File: config.mk
export PLATFORM = sky130hd
export DESIGN_NAME = seq_signed_divider
export DESIGN_NICKNAME = d
export VERILOG_FILES = /design/src/rtl/seq_signed_divider_pkg.sv /design/src/rtl/seq_signed_divider_div_step.sv /design/src/rtl/seq_signed_divider.sv
export SDC_FILE = /design/constraint.sdc
export NUM_CORES = 1
export LEC_CHECK = 0
export CAP_MARGIN = 25
export CORE_MARGIN = 1.5
export CORE_UTILIZATION = 50
export DETAILED_ROUTE_END_ITERATION = 10
export PLACE_DENSITY_LB_ADDON = 0.08
export SYNTH_ARGS = -nofsm -noshare
export SYNTH_HDL_FRONTEND = slang
export SYNTH_HIERARCHICAL = 1
export SYNTH_SLANG_ARGS = --single-unit
File: constraint.sdc
create_clock -name clk -period 7.75 [get_ports clk]
set_clock_uncertainty 0.1 [all_clocks]
set_input_delay 1.1625 -clock clk [delete_from_list [all_inputs] [get_ports clk]]
set_output_delay 1.1625 -clock clk [all_outputs]
set_load 0.005 [all_outputs]
File: src/rtl/seq_signed_divider_pkg.sv
// Shared types and defaults for the sequential signed divider.
package seq_signed_divider_pkg;

  localparam int DEFAULT_BITWIDTH = 16;
  localparam int DEFAULT_CNT_W    = $clog2(DEFAULT_BITWIDTH);

  typedef enum logic [1:0] {
    IDLE = 2'd0,
    ITER = 2'd1,
    FIX  = 2'd2
  } state_t;

endpackage

File: src/rtl/seq_signed_divider_div_step.sv
// One radix-2 restoring step: shift in the next dividend bit, compare, conditionally subtract.
module seq_signed_divider_div_step
  import seq_signed_divider_pkg::*;
#(
  parameter int BITWIDTH = DEFAULT_BITWIDTH
) (
  input  logic [BITWIDTH-1:0] rem_in,
  input  logic                bit_in,
  input  logic [BITWIDTH-1:0] divisor_mag,
  output logic [BITWIDTH-1:0] rem_out,
  output logic                q_bit
);

  logic [BITWIDTH:0] shifted;

  // The true result always fits BITWIDTH bits, so the low-bit subtract is exact.
  always_comb begin
    shifted = {rem_in, bit_in};
    q_bit   = (shifted >= {1'b0, divisor_mag});
    rem_out = q_bit ? (shifted[BITWIDTH-1:0] - divisor_mag) : shifted[BITWIDTH-1:0];
  end

endmodule

File: src/rtl/seq_signed_divider.sv
// Iterative signed divider: magnitude restoring division, one quotient bit per clock, sign fix at the end.
module seq_signed_divider
  import seq_signed_divider_pkg::*;
#(
  parameter int BITWIDTH = DEFAULT_BITWIDTH
) (
  input  logic                clk,
  input  logic                reset,
  input  logic                start,
  input  logic [BITWIDTH-1:0] dividend,
  input  logic [BITWIDTH-1:0] divisor,
  output logic                busy,
  output logic                done,
  output logic [BITWIDTH-1:0] quotient,
  output logic [BITWIDTH-1:0] remainder,
  output logic                div_by_zero,
  output logic                overflow
);

  localparam int CNT_W = $clog2(BITWIDTH);
  localparam logic [BITWIDTH-1:0] MIN_VAL = {1'b1, {(BITWIDTH-1){1'b0}}};

  state_t              state_q, state_d;
  logic [CNT_W-1:0]    cnt_q, cnt_d;
  logic [BITWIDTH-1:0] dvd_q, dvd_d;
  logic [BITWIDTH-1:0] dvs_q, dvs_d;
  logic [BITWIDTH-1:0] rem_q, rem_d;
  logic                sd_q, sd_d;
  logic                sv_q, sv_d;
  logic                dbz_q, dbz_d;
  logic                ovf_q, ovf_d;
  logic                busy_q, busy_d;
  logic                done_q, done_d;
  logic [BITWIDTH-1:0] quotient_q, quotient_d;
  logic [BITWIDTH-1:0] remainder_q, remainder_d;
  logic                div_by_zero_q, div_by_zero_d;
  logic                overflow_q, overflow_d;

  logic [BITWIDTH-1:0] step_rem;
  logic                step_q_bit;

  seq_signed_divider_div_step #(
    .BITWIDTH(BITWIDTH)
  ) u_div_step (
    .rem_in     (rem_q),
    .bit_in     (dvd_q[BITWIDTH-1]),
    .divisor_mag(dvs_q),
    .rem_out    (step_rem),
    .q_bit      (step_q_bit)
  );

  // dvd_q doubles as the quotient accumulator: dividend bits leave at the top, quotient bits enter at the bottom.
  always_comb begin
    state_d       = state_q;
    cnt_d         = cnt_q;
    dvd_d         = dvd_q;
    dvs_d         = dvs_q;
    rem_d         = rem_q;
    sd_d          = sd_q;
    sv_d          = sv_q;
    dbz_d         = dbz_q;
    ovf_d         = ovf_q;
    busy_d        = busy_q;
    done_d        = 1'b0;
    quotient_d    = quotient_q;
    remainder_d   = remainder_q;
    div_by_zero_d = div_by_zero_q;
    overflow_d    = overflow_q;

    case (state_q)
      IDLE: begin
        if (start) begin
          dvd_d   = dividend[BITWIDTH-1] ? -dividend : dividend;
          dvs_d   = divisor[BITWIDTH-1] ? -divisor : divisor;
          rem_d   = '0;
          sd_d    = dividend[BITWIDTH-1];
          sv_d    = divisor[BITWIDTH-1];
          dbz_d   = (divisor == '0);
          ovf_d   = (dividend == MIN_VAL) && (divisor == '1);
          cnt_d   = CNT_W'(BITWIDTH - 1);
          busy_d  = 1'b1;
          state_d = ITER;
        end
      end
      ITER: begin
        rem_d = step_rem;
        dvd_d = {dvd_q[BITWIDTH-2:0], step_q_bit};
        if (cnt_q == '0) begin
          state_d = FIX;
        end else begin
          cnt_d = cnt_q - 1'b1;
        end
      end
      FIX: begin
        // With a zero divisor every step subtracts nothing, leaving |dividend| as the remainder.
        if (dbz_q) begin
          quotient_d = '1;
        end else begin
          quotient_d = (sd_q ^ sv_q) ? -dvd_q : dvd_q;
        end
        remainder_d   = sd_q ? -rem_q : rem_q;
        div_by_zero_d = dbz_q;
        overflow_d    = ovf_q;
        done_d        = 1'b1;
        busy_d        = 1'b0;
        state_d       = IDLE;
      end
      default: begin
        state_d = IDLE;
        busy_d  = 1'b0;
      end
    endcase
  end

  always_ff @(posedge clk or negedge reset) begin
    if (!reset) begin
      state_q       <= IDLE;
      cnt_q         <= '0;
      dvd_q         <= '0;
      dvs_q         <= '0;
      rem_q         <= '0;
      sd_q          <= 1'b0;
      sv_q          <= 1'b0;
      dbz_q         <= 1'b0;
      ovf_q         <= 1'b0;
      busy_q        <= 1'b0;
      done_q        <= 1'b0;
      quotient_q    <= '0;
      remainder_q   <= '0;
      div_by_zero_q <= 1'b0;
      overflow_q    <= 1'b0;
    end else begin
      state_q       <= state_d;
      cnt_q         <= cnt_d;
      dvd_q         <= dvd_d;
      dvs_q         <= dvs_d;
      rem_q         <= rem_d;
      sd_q          <= sd_d;
      sv_q          <= sv_d;
      dbz_q         <= dbz_d;
      ovf_q         <= ovf_d;
      busy_q        <= busy_d;
      done_q        <= done_d;
      quotient_q    <= quotient_d;
      remainder_q   <= remainder_d;
      div_by_zero_q <= div_by_zero_d;
      overflow_q    <= overflow_d;
    end
  end

  assign busy        = busy_q;
  assign done        = done_q;
  assign quotient    = quotient_q;
  assign remainder   = remainder_q;
  assign div_by_zero = div_by_zero_q;
  assign overflow    = overflow_q;

endmodule

* After elaboration in Yosys (flattened, before gate mapping) *
Cells that the tools add are included.

cells by class
  $add $sub $neg = 6
  order comparisons = 1
  eq/ne operators = 7
  muxes and demuxes = 19
  bitwise gates (word level) = 2
  reductions and logical operators = 10

operator list
  cell                                                  count
  two-way mux 16 bit                                    8
  negator 16 bit                                        4
  case mux 16 bit (2 select lines)                      2
  equality test 16 bit (second input constant)          2
  >= comparator 17 x 16 -> 1 bit                        1
  zero test 16 bit                                      1
  subtractor 16 bit                                     1
  two-way mux 4 bit                                     2
  case mux 4 bit (2 select lines)                       1
  AND reduction 2 bit                                   4
  != test 2 bit (second input constant)                 3
  zero test 4 bit                                       1
  two-way mux 2 bit                                     2
  case mux 2 bit (2 select lines)                       1
  subtractor 4 x 1 -> 4 bit (second input constant)     1
  AND reduction 3 bit                                   1
  equality test 2 x 1 -> 1 bit (second input constant)  1
  equality test 2 bit (second input constant)           1
  zero test 2 bit                                       1
  two-way mux 1 bit                                     2
  case mux 1 bit (2 select lines)                       1
  nonzero test 2 bit                                    1
  logical AND 1 bit                                     1
  NOT 1 bit                                             1
  XOR 1 bit                                             1

storage, ports and cells
  register bits after elaboration = 94
  input port bits = 35
  output and inout bits = 36
  logic and storage cells = 60

* Logic depth before layout (Yosys ltp) *
  word-level depth = 4
  mapped depth = 13
  gate-level depth less buffers = 11

* Modules after synthesis *
Netlist, hierarchy kept.

modules (own cells, without submodules)
  module                       times used  cells each  area an instance (µm²)  seq. area each (µm²)
  seq_signed_divider           1           529         4875.9                  2352.3
  seq_signed_divider_div_step  1           156         1164.9                  0.0

* Least setup slack after synthesis *
Ideal clock, no wire load.

  path type = input-to-reg
  start point = input port dividend[4]
  end point = register dvd_q[11]
  library setup time = 129 ps
  data arrival time = 2665 ps
  required time = 7521 ps
  slack = 4856 ps
  stages = 5
  buffers on the path = 0
  cells stage by stage = or4_4 or4_4 o41ai_4 xor2_1 o21ai_1

on the way
  cells in the longest elaborated chain, start to end = 4

RTL lines
  element                           RTL line                   source
  start, declared                   seq_signed_divider.sv:10   input logic [BITWIDTH-1:0] dividend,
  negator 16 bit                    seq_signed_divider.sv:73   dvd_d = dividend[BITWIDTH-1] ? -dividend : dividend;
  two-way mux 16 bit                seq_signed_divider.sv:73
  two-way mux 16 bit                seq_signed_divider.sv:72   if (start) begin
  case mux 16 bit (2 select lines)  seq_signed_divider.sv:70   case (state_q)
  end signal, assigned              seq_signed_divider.sv:135  dvd_q <= dvd_d;
  end, declared                     seq_signed_divider.sv:25   logic [BITWIDTH-1:0] dvd_q, dvd_d;

No other way between the ends. The select of a mux whose other input is x is not followed.
A chain may end at the register's enable or synchronous reset.

* Final worst setup path *
  start point = input port start
  end point = register ovf_q

on the way
  cells in the longest elaborated chain, start to end = 1

RTL lines
  element                        RTL line                   source
  start, declared                seq_signed_divider.sv:9    input logic start,
  AND reduction 2 bit (no line)  --
  end signal, assigned           seq_signed_divider.sv:141  ovf_q <= ovf_d;
  end, declared                  seq_signed_divider.sv:31   logic ovf_q, ovf_d;

No other way between the ends.

==> summary.md <==
| Metric | Value |
|---|---|
| Status | finished, final reports clean |
| Detail Placement HPWL | between 10,000 and 15,000 um |
| HP Start | remainder[14] |
| Yosys cell types | 63 |
| Core ar. | roughly 12,000 sq um |
| TritonCTS Buffers | 9 |
| WP data required | around 8 ns |
| FF/Latch Area | about 2400 sq um |
| Slowest-stage cell, CP | nand3b_1 |
| DRT iter0 DRCs | roughly 400 |
| Syn Std Cell Area | around 6000 sq um |
| Worst skew pair latency | ~0.34 ns |
| R2r startpoint | rem_q[3] |
| Clock root buffer master | clkbuf_16 |
| Post-CTS Hold Buffers | 0 |
| CTS sink count | 94 |
| Tot GR Track Use | between 20% and 30% |
| Slew Viols, Final | 0 |
| Largest net degree at the start of global routing | slightly above 60 |
| GR peak layer | met2 |
| Final hold violations | 0 |
| Dpl cell area | roughly 6800 sq um |
| Worst-Margin Slew | roughly 0.96 ns |
| Setup_tns | 0 ns |
| P_leak | roughly 0.0031 uW |
| Endpoint class of the critical path | flip-flop |
| Wire per inst | approximately 15 um |
| GRT overflow | 0 |
| DRC viols | 0 |
| Rel. slew slack | a little over a third |
| Total Routed Length | 13,400 um |
| RSZ-0062 raised after global routing | false |
| Starting Density | between 50% and 60% |
| Clock Path Buffers | 2 |
| Largest stage delay on the critical path | 0.57 ns |
| Design area | ~7100 sq um |
| YS warnings | 6 |
| Met2 global-route usage | between 30% and 40% |
| Synth Register Bits | 94 |
| CTS tree | built |
| Clk pin slew, worst setup/hold paths | approximately 0.060 ns |
| Multi-input gate area | ~3400 sq um |
| First-pass GRT wire length | 22,200 um |
| Commonest non-fill, non-tap cells in the layout | nand2_1, dfrtp_1, o21ai_0 |
| Number of synthesized flops with an enable pin | 0 |
| H-tree levels | 3 |
| Nets | 796 |
| Synth Flop Type | dfrtp_1 |
| Die Ht | around 110 um |
| Ports | 71 |
| Cts repair resizes | 0 |
| Crit. Startpoint | start |
| Startpoint types | input pin |
| Sequential area share after synthesis | roughly two fifths |
| Post-CTS Setup Bufs | 0 |
| Synthesis-to-layout area growth | 16.9% |
| Crit path time final | roughly 3.1 ns |
| Max-cap viol count | 0 |
| Die Width | ~110 um |
| Peak VDD IR | approximately 0.20 mV |
| Maximum clock frequency | roughly 320 MHz |
| Vias in the first global route | between 4k and 5k |
| Worst EP arrival | around 3.3 ns |
| Gp weighted congestion | between 0.9 and 1 |
| CP Cell Sequence | clkdlybuf4s50_1, nand3b_1, buf_4, nor4_1, nand2_1, o31ai_1 |
| Synth Instances | about 690 |
| Peak fanout along the critical path | 36 |
| Share of layout cells above drive strength 1 | between 6 and 7% |
| Ys async rst share | 100% |
| GR Layer Usage met1 | roughly a third |
| Grt met3 use | 3.43% |
| Most common cell after layout, fill and taps aside | nand2_1 |
| Antenna Cells | 0 |
| Final setup fails | 0 |
| Synthesized Nets | approximately 740 |
| Via count | ~5k |
| Antenna-violating nets left | 0 |
| Die ar. | approximately 13,000 sq um |
| PwrDens | roughly 450 nW/um^2 |
| Mean Syn Cell Area | roughly 8.8 sq um |
| Power, Total | roughly 3200 uW |
| IO buf count | 70 |
| HP Class | flip-flop to flip-flop |
| WS Path Type | input pin to flip-flop |
| Initial antenna violation count | 0 |
| TritonRoute pass-1 iters | 6 |
| Row count | 39 |
| Via density | between 5 and 6 |
| Fin crit share | between 40% and 50% |
| Fillers | roughly 1.0k |
-- flip-flops by register name, indices dropped and copies added, names as in the netlist, 2 cells and up --
signal / cells
dvd_q: 16
state_q: 2
cnt_q: 4
remainder: 16
quotient: 16
rem_q: 16
dvs_q: 16
-- layer usage --
layer  vias to the layer above  wire length (um)
met5                         -                 0
met4                         0               262
met1                      2298              6840
li1                       2509                 -
met2                       150              5630
met3                        21               684
-- cells by family (layout without fill, tap and decap cells) --
kind of cell | count (synthesis) | after routing | share of synthesized area, %
simple gates | 223 | 223 | 17.4
compound gates | 184 | 184 | 19.3
flops | 94 | 94 | 38.9
buf+inv | 74 | 131 | 5.68
xor+xnor | 67 | 67 | 9.71
fa+ha+maj | 23 | 23 | 4.89
mux | 20 | 20 | 4.06
-- through the flow --
step / setup WS, ns / utilization [%] / std cells / hold WS, ns
floorplan: 4.86 / - / 685 / 0.339
global placement: 4.30 / 58.3 / 869 / 0.353
detailed placement: 4.28 / 58.3 / 869 / 0.367
CTS: 4.60 / 60.6 / 884 / 0.382
global route: 4.37 / 60.8 / 885 / 0.396
finish: 4.62 / 60.8 / 885 / 0.376
-- worst max-delay path: cells and delay by family --
kind / cells / cell delay [ns]
AND/OR/NAND/NOR: 3 / 0.96
buffers and inverters: 2 / 0.97
AO/OA/AOI/OAI: 1 / 0.18
-- Yosys cell counts, types with 3 or more instances --
library cell	n	area, sq um
o21bai_1	4	30.0
clkbuf_1	23	86.3
xor2_1	43	377
o21ai_1	5	25.0
nor2b_1	7	43.8
a21oi_1	33	165
mux2_4	8	120
o31ai_1	14	105
inv_1	40	150
nand2_1	107	402
nor4_1	6	37.5
mux2i_1	8	80.1
clkbuf_8	3	41.3
and3_1	3	18.8
xnor2_1	24	210
nand4_1	7	43.8
or4_4	5	56.3
buf_1	4	15.0
mux2_2	4	45.0
nor3b_1	4	30.0
dfrtp_1	94	2350
o41ai_1	7	61.3
or3_1	4	25.0
ha_1	22	275
nor2_1	50	188
nand2b_1	4	25.0
a22oi_1	10	75.1
nand3_1	5	25.0
or4_1	4	30.0
o21ai_0	76	380
a221o_1	3	30.0
nor3_1	7	35.0
a21o_1	4	30.0
a31oi_1	8	50.1
-- area by class of cell --
type	count	area share, %
timing repair buffer	75	10.7
clock buffer	12	3.49
sequential	94	33.3
tap	143	2.53
multi-input combinational	517	47.5
inverter	41	2.21
clock inverter	3	0.301
-- path summary, 6_finish.rpt --
path / depth (start not counted) / endpoint / slack, ns
max: 6 / ovf_q / 4.62
min: 2 / remainder[14] / 0.38
max reg2reg: 10 / rem_q[3] / 4.78
min reg2reg: 2 / remainder[14] / 0.38
max in group asynchronous: 2 / dvs_q[15] / 5.81
min in group asynchronous: 1 / remainder[11] / 0.65
-- power by group --
part	internal, uW	switching (uW)
registers	697	243
logic	902	935
clock network	225	182
total	1820	1360
Note: power is estimated with default switching activity, not from simulation.
